**src/rtl/lookup_ram_upload.sv**
```systemverilog
// Streams the lookup_RAM table as a framed byte stream: header, entry count,
// six bytes per entry and a closing two's-complement checksum.
module lookup_ram_upload #(
  parameter int ENTRIES = 16
) (
  input  logic        clk21m,
  input  logic        reset_n,
  input  logic        start,
  input  logic        abort,
  output logic [3:0]  tbl_index,
  output logic        tbl_rd,
  input  logic [26:0] tbl_addr,
  input  logic [15:0] tbl_size,
  input  logic        tbl_ro,
  output logic [7:0]  out_data,
  output logic        out_valid,
  input  logic        out_ready,
  output logic        busy,
  output logic        done
);

  typedef enum logic [2:0] {
    IDLE, HDR, CNT, FETCH, WAIT, SEND, CKSUM, DONE
  } state_t;

  localparam logic [7:0] HEADER     = 8'hA5;
  localparam logic [7:0] COUNT_BYTE = 8'(ENTRIES);
  localparam logic [3:0] LAST_ENTRY = 4'(ENTRIES - 1);

  state_t      state_q, state_d;
  logic [3:0]  entry_q;
  logic [2:0]  byte_q;
  logic [7:0]  cksum_q;
  logic [47:0] shadow_q;
  logic        handshake;

  assign handshake = out_valid && out_ready;
  assign tbl_rd    = (state_q == FETCH);
  assign tbl_index = entry_q;
  assign busy      = (state_q != IDLE) && (state_q != DONE);
  assign done      = (state_q == DONE);

  // NOTE: every output of an always_comb gets a default first so no path
  // leaves a signal unassigned and a latch is never inferred.
  always_comb begin
    state_d   = state_q;
    out_valid = 1'b0;
    out_data  = 8'h00;
    unique case (state_q)
      IDLE:  if (start) state_d = HDR;
      HDR: begin
        out_valid = 1'b1;
        out_data  = HEADER;
        if (out_ready) state_d = CNT;
      end
      CNT: begin
        out_valid = 1'b1;
        out_data  = COUNT_BYTE;
        if (out_ready) state_d = FETCH;
      end
      FETCH: state_d = WAIT;
      WAIT:  state_d = SEND;
      SEND: begin
        out_valid = 1'b1;
        case (byte_q)
          3'd0:    out_data = shadow_q[7:0];
          3'd1:    out_data = shadow_q[15:8];
          3'd2:    out_data = shadow_q[23:16];
          3'd3:    out_data = shadow_q[31:24];
          3'd4:    out_data = shadow_q[39:32];
          default: out_data = shadow_q[47:40];
        endcase
        if (out_ready && byte_q == 3'd5)
          state_d = (entry_q == LAST_ENTRY) ? CKSUM : FETCH;
      end
      CKSUM: begin
        out_valid = 1'b1;
        out_data  = ~cksum_q + 8'd1;
        if (out_ready) state_d = DONE;
      end
      DONE:    state_d = IDLE;
      default: state_d = IDLE;
    endcase
    // Abort outranks start, handshakes and the final transition to DONE.
    if (abort) state_d = IDLE;
  end

  // NOTE: sequential state uses non-blocking assignments so every register
  // samples the pre-edge values regardless of statement order.
  always_ff @(posedge clk21m) begin
    if (!reset_n) begin
      state_q <= IDLE;
      entry_q <= 4'd0;
      byte_q  <= 3'd0;
      cksum_q <= 8'd0;
    end else begin
      state_q <= state_d;
      if (!abort) begin
        if (state_q == IDLE && start) begin
          entry_q <= 4'd0;
          byte_q  <= 3'd0;
          cksum_q <= 8'd0;
        end
        if (handshake) cksum_q <= cksum_q + out_data;
        if (state_q == WAIT) byte_q <= 3'd0;
        if (state_q == SEND && out_ready) begin
          if (byte_q == 3'd5) begin
            byte_q <= 3'd0;
            if (entry_q != LAST_ENTRY) entry_q <= entry_q + 4'd1;
          end else begin
            byte_q <= byte_q + 3'd1;
          end
        end
      end
    end
  end

  // NOTE: the shadow is pure data, always reloaded in WAIT before it is
  // read, so it carries no reset.
  always_ff @(posedge clk21m) begin
    if (state_q == WAIT)
      shadow_q <= {tbl_size, tbl_ro, 4'b0000, tbl_addr};
  end

endmodule

```
**config.mk**
```make
export PLATFORM = sky130hd
export DESIGN_NAME = lookup_ram_upload
export DESIGN_NICKNAME = d
export VERILOG_FILES = /design/src/rtl/lookup_ram_upload.sv
export SDC_FILE = /design/constraint.sdc
export NUM_CORES = 1
export LEC_CHECK = 0
export CORE_UTILIZATION = 53
export CTS_BUF_LIST = sky130_fd_sc_hd__clkbuf_4
export CTS_CLUSTER_DIAMETER = 200
export CTS_CLUSTER_SIZE = 16
export DETAILED_ROUTE_END_ITERATION = 12
export PLACE_DENSITY = 0.82
export REMOVE_ABC_BUFFERS = 1
export SLEW_MARGIN = 10
export SYNTH_ARGS = -nofsm -noshare
export SYNTH_HDL_FRONTEND = slang
export SYNTH_SLANG_ARGS = --single-unit
```
**constraint.sdc**
```tcl
create_clock -name clk21m -period 4.75 [get_ports clk21m]
set_clock_uncertainty 0.15 [all_clocks]
set_input_delay 0.475 -clock clk21m [delete_from_list [all_inputs] [get_ports clk21m]]
set_output_delay 0.475 -clock clk21m [all_outputs]
set_load 0.005 [all_outputs]
```
==> flow_summary.yaml, run 1 <==
layout:
  postLayoutCellArea_mm2: 0.00414
  antenna_cells: 0
  nFillCells: 451
  synthToLayoutAreaGrowth_pct: 27.4
  layout-drive-gt1-share_pct: 5.76
  nNetsFinal: 441
  final_common_cell: "clkdlybuf4s50_1"
  final_cell_mix: "64 x clkdlybuf4s50_1, 44 x edfxtp_1, 31 x nand2_1"
synth:
  synthFlopType: "edfxtp_1"
  synth.ff_latch_count: 62
  yosys_warnings: 0
  syn_avg_cell_area_um2: 10.4
  syn_inst: 313
  synth_edf_count: 44
  synth_cell_types: 47
  yosysSeqAreaShare_pct: 51.7
  syn_area_mm2: 0.00325
  async_flop_share_pct: 0
global_routing:
  overflow: 0
  antenna_found_initial: 0
  grt_max_degree: 46
  grt_pass1_vias: 2516
  track_usage_pct: 24.7
  grt_pass1_wl_mm: 12.0
placement:
  dp_slack_ns: 1.24
  numPortBuffers: 64
  hpwl_mm: 5.09
  placed_cell_area_mm2: 0.00395
  place.gp.congestion: 0.875
setup_path:
  max_stage_delay_ns: 0.36
  cpMaxStageDelayCell: "a21boi_0"
  worstSetupStartpointType: "flop"
  critPathKind: "reg2reg"
  cp_cell_sequence: "buf_4 > and2_1 > ha_1 > nor2b_1 > nor2_1 > o21ai_0 > o31ai_1 > o2111ai_1 > a21boi_0 > ha_1 > nand3_1 > o21ai_0 > a31oi_1 > xnor2_1 > or3_1 > nand3_1"
  crit_path_max_fanout: 24
  cp.required_ns: 4.94
  worstPathArrival_ns: 3.76
  worst_setup_path_end_kind: "flop"
status:
  violations: "DRC"
  outcome: "complete, but fails checks"
route:
  ant_nets: 0
  finalWirelength_mm: 7.32
  vias_per_cell: 5.83
  dr.pass1.iters: 9
  vias: 2665
  drc: 2
  wl_per_cell_um: 16.0
  drtIter0Drc: 196
sta:
  period_needed_ns: 3.57
  relSlewSlack_pct: 33.3
  holdWs_ns: 0.391
  tightest_slew_ns: 1.00
  fin_crit_sh_pct: 75.2
  grt_setup_unrepaired: "false"
  slew_violations: 0
  setup_viol: 0
  fin_tns_setup_ns: 0
  max_freq_mhz: 280
  hold_viol: 0
  final.setup.worst_slack_ns: 1.18
clock_network:
  cts_hold_buf: 0
  clk_latency_ns: 0.40
  cts_root_buffer: "clkbuf_4"
  post_cts_buffers: 0
  cts_sinks: 62
  cts_resized: 0
  clock_path_buffers: 2
  cts_tree: "yes"
  htree_num_levels: 3
  numCtsBuffers: 9
  clk_pin_slew_worst_paths_ns: 0.11
floorplan:
  coreArea_mm2: 0.00592
  chipHeight_um: 80.3
  ioPinCount: 65
  die_w_um: 80.3
  num_rows: 28
  die-area_mm2: 0.00645
  start_util_pct: 54.9
power_and_ir_drop:
  peakVddDrop_uv: 257
  p_per_area_mw_per_mm2: 274
  p_leak_nw: 1.52
min_path:
  min_path_type: "reg2reg"
run:
  maxCapViolations: 0
-- report_power, final --
part,leakage (nW),total (mW),internal [mW],switching (mW)
clock network,0.0965,0.479,0.268,0.211
registers,0.540,0.579,0.578,0.000812
logic,0.881,0.0761,0.0477,0.0284
-- critical path, delay by kind of cell (launching register included) --
family	cells	cell delay (ns)
AOI/OAI and AO/OA	6	1.21
and+or+nand+nor	6	0.96
buffers and inverters	1	0.20
DFF	1	0.32
xor gates and xnor gates	1	0.15
adders and majority gates	2	0.54
-- routing by layer --
metal  vias up  part of all wire [%]  global-route usage, %
met5         -                     0                      0
met4         0                   2.3                   11.1
met3        16                   4.4                   4.32
met2       105                    48                   40.0
met1      1255                    45                   32.3
li1       1289                     -                      -
-- Yosys cell counts, types with 7 or more instances --
| master | n | area (µm²) |
|---|---|---|
| a21o_1 | 8 | 60.1 |
| a21oi_1 | 14 | 70.1 |
| a22oi_1 | 9 | 67.6 |
| clkbuf_1 | 12 | 45.0 |
| dfxtp_1 | 18 | 360 |
| edfxtp_1 | 44 | 1320 |
| ha_1 | 14 | 175 |
| inv_1 | 7 | 26.3 |
| mux2i_1 | 8 | 80.1 |
| nand2_1 | 31 | 116 |
| nand3_1 | 13 | 65.1 |
| nor2_1 | 27 | 101 |
| nor2b_1 | 13 | 81.3 |
| o21ai_0 | 17 | 85.1 |
-- state kept, by name, summed over array words and instances (netlist names) --
register,flops
byte_q,3
shadow_q,44
tbl_index,4
state_q,3
cksum_q,8
-- logic make-up after synthesis --
logic type,share of synthesized area (%)
and+or+nand+nor,16.5
xor gates and xnor gates,2.96
AOI/OAI and AO/OA,17.8
muxes,2.46
buffers and inverters,2.54
adders and majority gates,6.00
DFF,51.7
-- per-stage QoR --
stage | std cells | utilization [%] | power [mW]
after detailed placement | 441 | 66.8 | 0.666
after CTS | 457 | 69.9 | 1.14
after floorplan | 299 | - | 0.614
final | 457 | 69.9 | 1.13
after global placement | 441 | 66.8 | 0.666
after global routing | 457 | 69.9 | 1.17
-- cell type report --
class                      instances  area, µm²  area share, %
sequential                        62       1680           40.6
clock buffer                       9       67.6           1.63
timing repair buffer              67        663           16.0
multi-input combinational        230       1490           36.0
clock inverter                     7        120           2.90
tap                               75       93.8           2.27
inverter                           7       26.3          0.634
-- path summary, 6_finish.rpt --
kind                                           endpoint  slack (ns)  cells after the start                    start
worst max-delay path            cksum_q[7]$_SDFFE_PN0P_        1.18                     16   byte_q[0]$_SDFFE_PN0P_
worst min-delay path            cksum_q[7]$_SDFFE_PN0P_        0.39                      2  cksum_q[7]$_SDFFE_PN0P_
worst max register to register  cksum_q[7]$_SDFFE_PN0P_        1.18                     16   byte_q[0]$_SDFFE_PN0P_
worst min register to register  cksum_q[7]$_SDFFE_PN0P_        0.39                      2  cksum_q[7]$_SDFFE_PN0P_
No activity file was read; power rests on OpenSTA's default activity.
==> run 2, diff against run 1 <==
Settings changed: CORE_UTILIZATION 53 to 48, PLACE_DENSITY 0.82 to 0.78.
Clock period 4.75 ns to 2.99 ns, I/O delays scaled along.
==> run 2 against run 1 <==
The flow still finishes with violations (DRC). Die area increased by 10%. Final cell count rose by 12%. Sequential cell count stayed put. Combinational power increased by 75%. Register-to-register slack got worse by 1.2 ns. Via count rose by 9.8%. Sequential power rose by 59%. Sequential share of layout area down 4.9 points. Critical path depth shrank 1.
==> flow_summary.yaml, run 2 (same netlist as run 1, synthesis figures left out) <==
clock_network:
  clk_pin_slew_worst_paths_ns: 0.12
  numCtsBuffers: 9
  clock_path_buffers: 2
  clk_latency_ns: 0.41
  cts_root_buffer: "clkbuf_4"
  cts_sinks: 62
  cts_tree: "yes"
  cts_hold_buf: 0
  htree_num_levels: 3
global_routing:
  grt_max_degree: 27
  overflow: 0
  antenna_found_initial: 0
  grt_pass1_wl_mm: 13.5
  track_usage_pct: 24.4
  grt_pass1_vias: 2860
min_path:
  min_path_type: "in2reg"
  hold-path-endpoint: "shadow_q[35]$_DFFE_PP_"
  whs_path_depth: 1
  hold_start: "tbl_size[3]"
placement:
  numPortBuffers: 64
  place.gp.congestion: 0.936
  hpwl_mm: 5.81
sta:
  period_needed_ns: 2.99
  relSlewSlack_pct: 61.8
  setup_viol: 0
  max_freq_mhz: 335
  tightest_slew_ns: 0.573
  grt_setup_unrepaired: "true"
  fin_crit_sh_pct: 99.9
  slew_violations: 0
  hold_viol: 0
power_and_ir_drop:
  combPwrFrac_pct: 7.6
  pwr-share-clk_pct: 39.8
  power.total_mw: 1.75
  p_int_mw: 1.36
  peakVddDrop_uv: 421
  p_switching_mw: 0.389
  power_frac_seq_pct: 52.6
  p_leak_nw: 1.88
  p_per_area_mw_per_mm2: 370
  swShare_pct: 22.3
route:
  wl_per_cell_um: 16.4
  drtIter0Drc: 179
  ant_nets: 0
  vias_per_cell: 5.71
  dr.pass1.iters: 9
  drc: 4
  vias: 2926
  finalWirelength_mm: 8.38
layout:
  antenna_cells: 0
  postLayoutCoreUtil_pct: 73.1
  layout-drive-gt1-share_pct: 25.1
  synthToLayoutAreaGrowth_pct: 45.2
  regMostFlops: "shadow_q"
  largest_reg_flops: 44
  final_cell_mix: "59 x clkdlybuf4s50_1, 51 x buf_4, 44 x edfxtp_1"
  final_common_cell: "clkdlybuf4s50_1"
  nNetsFinal: 494
setup_path:
  cpMostUsedCell: "a21o_1"
  critPathKind: "reg2reg"
  worst_setup_path_end_kind: "flop"
  cpMaxStageDelayCell: "dfxtp_4"
  r2r_slack_ns: 0.003
  crit_path_max_fanout: 4
  worstPathArrival_ns: 3.14
  critPathTopFamily: "compound AO/OA/AOI/OAI gates"
  r2r_end: "cksum_q[6]$_SDFFE_PN0P_"
  cp_cell_sequence: "buf_6 > mux2i_1 > nor2_1 > a21oi_2 > o21ai_2 > o21ai_2 > a21boi_2 > ha_2 > fa_2 > a21o_1 > a21o_1 > a21o_1 > a21oi_2 > xor2_1 > o21ai_1"
  critPathBufInv: 1
  max_stage_delay_ns: 0.38
  rr_startpoint: "byte_q[1]$_SDFFE_PN0P_"
  r2r_cells: 15
  cp.required_ns: 3.14
  worstSetupStartpointType: "flop"
floorplan:
  chipHeight_um: 84.3
  ioPinCount: 65
  num_rows: 29
  start_util_pct: 50.3
  die-area_mm2: 0.00711
  coreArea_mm2: 0.00646
  die_w_um: 84.3
status:
  violations: "DRC"
  outcome: "complete, but fails checks"
run:
  maxCapViolations: 0
-- run 2: cell count changes in the layout (fill, tap and decap cells not counted), moves of 5 or more --
cell / delta
o21ai_2: +5
o21ai_0: -8
a21oi_2: +6
a21oi_1: -7
buf_4: +48
clkdlybuf4s50_1: -5
buf_6: +5
-- run 2: power groups by stage --
stage | combinational, mW | clock, mW | sequential, mW
detailed placement | 0.126 | 0 | 0.939
floorplan | 0.0364 | 0 | 0.939
finish | 0.133 | 0.695 | 0.918
CTS | 0.130 | 0.696 | 0.919
global placement | 0.124 | 0 | 0.939
global route | 0.144 | 0.732 | 0.919
-- run 2: how the worst max path moves through the flow --
stage,slack [ns],end,from,depth (start not counted)
finish,0.003,cksum_q[6]$_SDFFE_PN0P_,byte_q[1]$_SDFFE_PN0P_,15
global route,-0.17,cksum_q[7]$_SDFFE_PN0P_,byte_q[2]$_SDFFE_PN0P_,14
CTS,-0.06,cksum_q[7]$_SDFFE_PN0P_,byte_q[1]$_SDFFE_PN0P_,16
detailed placement,-0.26,cksum_q[6]$_SDFFE_PN0P_,byte_q[1]$_SDFFE_PN0P_,14
global placement,-0.13,cksum_q[6]$_SDFFE_PN0P_,byte_q[1]$_SDFFE_PN0P_,14
floorplan,-0.54,cksum_q[6]$_SDFFE_PN0P_,byte_q[1]$_SDFFE_PN0P_,14
-- run 2: timing repair --
item | CTS | global route
setup endpoints to repair | 12 | 11
setup buffers | 5 | 3
pin swaps | 8 | 24
resized for setup | 27 | 32
-- run 2: cell type report --
| cell class | count | area [µm²] |
|---|---|---|
| inverters | 7 | 26.3 |
| flip-flops and latches | 62 | 1690 |
| clock inverters | 6 | 93.8 |
| well taps | 77 | 96.3 |
| repair buffers | 120 | 1090 |
| fillers | 437 | 1740 |
| clock buffers | 10 | 75.1 |
| multi-input cells | 230 | 1650 |
-- run 2: metrics by stage --
step	cells	hold WS, ns	setup TNS, ns	worst slack [ns]	instance area (µm²)
2_1_floorplan	299	0.248	-1.76	-0.542	3200
3_3_place_gp	488	0.360	-0.251	-0.133	4290
3_5_place_dp	488	0.374	-0.720	-0.264	4290
4_1_cts	509	0.270	-0.117	-0.0590	4570
5_1_grt	512	0.261	-0.478	-0.166	4720
6_report	512	0.286	0	0.00338	4720
-- run 2: worst register-to-register path: stages (launching register included) --
cell	delay, ns
dfxtp_4	0.38
buf_6	0.11
mux2i_1	0.20
nor2_1	0.09
a21oi_2	0.18
o21ai_2	0.11
o21ai_2	0.16
a21boi_2	0.09
ha_2	0.19
fa_2	0.34
a21o_1	0.16
a21o_1	0.16
a21o_1	0.18
a21oi_2	0.13
xor2_1	0.17
o21ai_1	0.08
-- run 2: routing by layer --
layer / wire (µm) / GRT usage [%] / up-vias
met4: 174 / 10.3 / 0
met2: 4210 / 41.8 / 102
met5: 0 / 0 / -
li1: - / - / 1395
met3: 454 / 4.72 / 14
met1: 3540 / 30.1 / 1415
